File: src/rtl/cpu_types_pkg.sv
// Shared CPU memory-side types: RAM handshake state, machine word, arbiter FSM state.
// Latency: n/a (types only).
// Backpressure: n/a (types only).
package cpu_types_pkg;

    typedef logic [31:0] word_t;

    // Status reported by the unified RAM each cycle.
    typedef enum logic [1:0] {
        FREE   = 2'd0,
        BUSY   = 2'd1,
        ACCESS = 2'd2,
        ERROR  = 2'd3
    } ramstate_t;

    // Which requester currently owns the RAM port.
    typedef enum logic [1:0] {
        IDLE   = 2'd0,
        IGRANT = 2'd1,
        DGRANT = 2'd2
    } arb_state_t;

endpackage

File: src/rtl/mem_arbiter.sv
// Arbitrates the single-ported unified RAM between instruction fetch and data access.
// Latency: registered grant, so >= 2 cycles per access (request cycle + ACCESS cycle).
// Backpressure: iwait/dwait stay high until the RAM completes the granted access.
//
// Ports:
//   CLK, RST                         clock, synchronous active-high reset
//   iREN, iaddr / iload, iwait       instruction requester
//   dREN, dWEN, daddr, dstore /
//   dload, dwait                     data requester
//   ramREN, ramWEN, ramaddr,
//   ramstore / ramload, ramstate     RAM port
//   mem_err                          sticky, set when the retry budget is exhausted
module mem_arbiter
    import cpu_types_pkg::*;
#(
    parameter int MAX_DSTREAK = 4,
    parameter int MAX_RETRY   = 3
) (
    input  logic      CLK,
    input  logic      RST,
    input  logic      iREN,
    input  word_t     iaddr,
    output word_t     iload,
    output logic      iwait,
    input  logic      dREN,
    input  logic      dWEN,
    input  word_t     daddr,
    input  word_t     dstore,
    output word_t     dload,
    output logic      dwait,
    output logic      ramREN,
    output logic      ramWEN,
    output word_t     ramaddr,
    output word_t     ramstore,
    input  word_t     ramload,
    input  ramstate_t ramstate,
    output logic      mem_err
);

    localparam int STREAK_W = $clog2(MAX_DSTREAK + 1);
    localparam int RETRY_W  = $clog2(MAX_RETRY + 1);
    localparam logic [STREAK_W-1:0] STREAK_MAX = STREAK_W'(MAX_DSTREAK);
    localparam logic [RETRY_W-1:0]  RETRY_MAX  = RETRY_W'(MAX_RETRY);

    arb_state_t          state_q,   state_d;
    logic [STREAK_W-1:0] streak_q,  streak_d;
    logic [RETRY_W-1:0]  retry_q,   retry_d;
    logic                mem_err_q, mem_err_d;

    logic dreq;
    logic exhaust;
    logic ram_done;
    logic i_done;
    logic d_done;

    assign dreq = dREN | dWEN;

    // An ERROR with the retry budget spent is treated as a (data-less) completion.
    assign exhaust  = (ramstate == ERROR) && (retry_q == RETRY_MAX);
    assign ram_done = (ramstate == ACCESS) || exhaust;
    assign i_done   = (state_q == IGRANT) && iREN && ram_done;
    assign d_done   = (state_q == DGRANT) && dreq && ram_done;

    assign iwait   = iREN & ~i_done;
    assign dwait   = dreq & ~d_done;
    assign iload   = ramload;
    assign dload   = ramload;
    assign mem_err = mem_err_q;

    always_comb begin
        state_d   = state_q;
        streak_d  = streak_q;
        retry_d   = retry_q;
        mem_err_d = mem_err_q;
        ramREN    = 1'b0;
        ramWEN    = 1'b0;
        ramaddr   = '0;
        ramstore  = '0;

        case (state_q)
            IDLE: begin
                // Data wins unless it has starved a waiting fetch for MAX_DSTREAK grants.
                if (dreq && ((streak_q < STREAK_MAX) || !iREN)) begin
                    state_d = DGRANT;
                end else if (iREN) begin
                    state_d = IGRANT;
                end
            end

            IGRANT: begin
                ramREN  = iREN;
                ramaddr = iaddr;
                if (!iREN) begin
                    // Pipeline flush: drop the fetch without completing it.
                    state_d = IDLE;
                    retry_d = '0;
                end else if (ram_done) begin
                    state_d  = IDLE;
                    retry_d  = '0;
                    streak_d = '0;
                    if (exhaust) begin
                        mem_err_d = 1'b1;
                    end
                end else if (ramstate == ERROR) begin
                    retry_d = retry_q + RETRY_W'(1);
                end
            end

            DGRANT: begin
                ramREN   = dREN;
                ramWEN   = dWEN;
                ramaddr  = daddr;
                ramstore = dstore;
                if (!dreq) begin
                    state_d = IDLE;
                    retry_d = '0;
                end else if (ram_done) begin
                    state_d = IDLE;
                    retry_d = '0;
                    // Streak only counts data grants that a waiting fetch had to sit through.
                    if (!iREN) begin
                        streak_d = '0;
                    end else if (streak_q != STREAK_MAX) begin
                        streak_d = streak_q + STREAK_W'(1);
                    end
                    if (exhaust) begin
                        mem_err_d = 1'b1;
                    end
                end else if (ramstate == ERROR) begin
                    retry_d = retry_q + RETRY_W'(1);
                end
            end

            default: begin
                state_d = IDLE;
            end
        endcase
    end

    always_ff @(posedge CLK) begin
        if (RST) begin
            state_q   <= IDLE;
            streak_q  <= '0;
            retry_q   <= '0;
            mem_err_q <= 1'b0;
        end else begin
            state_q   <= state_d;
            streak_q  <= streak_d;
            retry_q   <= retry_d;
            mem_err_q <= mem_err_d;
        end
    end

endmodule

File: config.mk
export PLATFORM = sky130hd
export DESIGN_NAME = mem_arbiter
export DESIGN_NICKNAME = d
export VERILOG_FILES = /design/src/rtl/cpu_types_pkg.sv /design/src/rtl/mem_arbiter.sv
export SDC_FILE = /design/constraint.sdc
export NUM_CORES = 1
export LEC_CHECK = 0
export CAP_MARGIN = 25
export CELL_PAD_IN_SITES_DETAIL_PLACEMENT = 1
export CELL_PAD_IN_SITES_GLOBAL_PLACEMENT = 1
export CORE_MARGIN = 2
export CORE_UTILIZATION = 15
export DETAILED_ROUTE_END_ITERATION = 8
export PLACE_DENSITY_LB_ADDON = 0.08
export SYNTH_ARGS = -nofsm -noshare
export SYNTH_HDL_FRONTEND = slang
export SYNTH_SLANG_ARGS = --single-unit
File: constraint.sdc
create_clock -name CLK -period 3 [get_ports CLK]
set_input_delay 0.6 -clock CLK [delete_from_list [all_inputs] [get_ports CLK]]
set_output_delay 0.6 -clock CLK [all_outputs]
set_load 0.02 [all_outputs]
==> flow_summary.ini <==
[setup_path]
crit_slowest_cell = clkdlybuf4s50_1
critPathArrivalTime_ps = 2290
timing.critical_path.slowest_cell_delay_ps = 650
end_kind = primary output
critical_path.max_fanout = 4
cp_cell_sequence = clkdlybuf4s50_1 -> nand2b_1 -> and2_1 -> a21oi_1 -> clkdlybuf4s50_1
worstSetupStartpointType = input port
criticalPathCategory = in2out
timing.critical_path.required_ps = 2400
critical_path.most_common_cell = clkdlybuf4s50_1

[synth]
yosysWarningCount = 0
post_synth_xor_area_fraction_pct = 0
yosys-top-cells-area = buf_4 (27%), a22oi_1 (13%), and2_1 (12%)
synth.largest_area_cell = buf_4
synth-seq-area-share_pct = 8.87
synth_mux_area_share_pct = 2.22
ys_flop_type = dfxtp_1
synth_simple_gate_area_share_pct = 30.6
yosysUniqueCellTypes = 33
syn_area_per_cell_um2 = 7.25
postSynthRegisterBits = 8
yosys.area_share.adder_pct = 4.85
synth_top_family_by_area = buffers and inverters
synth_common_cells = buf_4 (66), and2_1 (34), a22oi_1 (32), nor2b_1 (32), nand2_1 (11)
synth_compound_gate_area_share_pct = 21.1
synthesis.instances = 249
synth_edf_count = 0
post_synth_instance_area_mm2 = 0.00181
netlist.area_leader.share_pct = 27.4
synthArstFlopShare_pct = 0
synth.most_common_cell = buf_4
post_synth_net_total = 391

[sta]
final_period_minus_worst_setup_slack_ps = 2890
finalHoldViolCount = 0
timing.setup.tns_ps = 0
worst_clock_skew_ps = 1.16
setup_viol = 0
max_slew.worst_pin.slew_ps = 343
slew-limit-headroom_pct = 76.8
drv_slew = 0
timing.fmax_ghz = 0.346
timing.final.crit_share_pct = 96.4
fin_worst_hold_slack_ps = 470
rsz0062_at_grt = no

[routing]
drt_wl_total_um = 7750
drt_first_iter_violations = 49
count_of_vias_placed_by_the_detailed_router = 2040
drtPass1Iterations = 4
detail-route-antenna-nets = 0
route.detailed.drc = 0
detail_route.vias_per_cell = 4.10
drt-wirelength-per-cell_um = 15.6

[power_and_ir_drop]
sw_frac_of_total_pct = 32.2
power.clock.fraction_pct = 26.4
power_density_mw_per_mm2 = 256
p_comb_share_pct = 60.2
share_seq_of_total_power_pct = 13.5
switchingPower_mw = 0.274
lkg_pwr_nw = 1.15
max-vdd-ir-drop_mv = 0.135
internal_power_mw = 0.577

[run_status]
run_status = complete, no violations

[clocking]
cts_sinks = 8
cts-resized-gates = 0
clock_tree.buffer_depth = 2
cts_max_level = 1
post_cts.repair.setup_buffers = 0
root_buffer = clkbuf_16
clk-insertion-delay-late_ps = 230
tritoncts = yes
cts-buffers-inserted = 3
hold_buffers = 0
clk_pin_slew_worst_paths_ps = 40

[layout]
nets = 495
ratio_of_cells_with_drive_above_1_in_the_final_layout_pct = 5.70
finish.utilization_pct = 28.0
finish.instance_area_mm2 = 0.00332
antenna_cells_inserted = 0
layout.area.seq_um2 = 160
multi_input_area_mm2 = 0.00107
filler_cell_count = 1412
synthToLayoutAreaGrowth_pct = 83.9

[grt]
first_global_vias = 2091
global_route.overflow_total = 0
wire_length_of_the_first_global_routing_pass_um = 11700
grt_antenna_before_repair = 0
gr-usage-all-layers_pct = 11.2
maximum_number_of_pins_on_one_net_before_global_route_repair = 45

[floorplanning]
core_area_mm2 = 0.0119
die_w_um = 114
die_height_um = 114
start_util_pct = 15.2
placement_rows = 40
dieArea_mm2 = 0.0129
pin_count = 268

[place]
gp_congestion = 0.741
number_of_port_buffers = 171
detailedPlacementHpwl_um = 6230
cell_area_reported_after_detailed_placement_mm2 = 0.00324

[job]
drv_cap = 0

[min_path]
path_type_of_the_worst_min_delay_path = reg2reg
[worst max-delay path: cells and delay by family]
| family | cells | cell delay [ps] |
|---|---|---|
| buf+inv | 2 | 1150 |
| simple gates | 2 | 330 |
| compound gates | 1 | 210 |
[stage by stage]
step | cells | power (mW) | setup slack (ps)
6_report | 498 | 0.851 | 108
3_3_place_gp | 495 | 0.633 | 101
4_1_cts | 498 | 0.870 | 100
5_1_grt | 498 | 0.910 | 32.7
3_5_place_dp | 495 | 0.635 | 86.6
2_1_floorplan | 249 | 0.461 | 927
[metal layers]
layer	track usage (%)	up-vias	wire length, µm
met2	19.8	123	3810
met1	13.3	922	3040
met3	3.83	11	842
li1	-	984	-
met4	1.71	0	55
met5	0	-	0
[sequential cells by signal, indices dropped and copies added, names as in the netlist]
register	count
mem_err	1
retry_q	2
streak_q	3
state_q	2
[layout make-up]
class	count	area share [%]
Timing Repair Buffer	179	54.5
Multi-Input combinational cell	155	32.2
Tap cell	147	5.54
Sequential cell	8	4.82
Clock buffer	3	2.26
Inverter	6	0.678
[logic make-up after synthesis]
logic type | count (synthesis)
AOI/OAI and AO/OA | 52
adders and majority gates | 7
buffers and inverters | 86
DFF | 8
muxes | 4
and+or+nand+nor | 92
[power by group through the flow]
stage | combinational, mW | sequential (mW) | clock (mW)
global placement | 0.517 | 0.116 | 0
detailed placement | 0.519 | 0.116 | 0
global route | 0.553 | 0.115 | 0.242
floorplan | 0.346 | 0.115 | 0
CTS | 0.522 | 0.114 | 0.233
finish | 0.512 | 0.115 | 0.225
[final timing paths]
check	startpoint	endpoint	slack, ps	cells past startpoint
max	ramstate[0]	dwait	110	5
min reg2reg	mem_err	mem_err	470	2
max reg2reg	state_q[0]	state_q[0]	1280	7
min	mem_err	mem_err	470	2
[cell usage in the layout, fill, tap and decap left out, drive strengths merged, types with 3 or more instances in the layout]
master         instances
clkdlybuf4s50        171
and2                  34
nor2b                 33
a22oi                 32
nand2                 11
dfxtp                  8
buf                    8
ha                     7
inv                    6
a21oi                  6
mux2i                  4
nor2                   4
clkbuf                 3
o21ai                  3
Power figures use the tool's default switching activity.
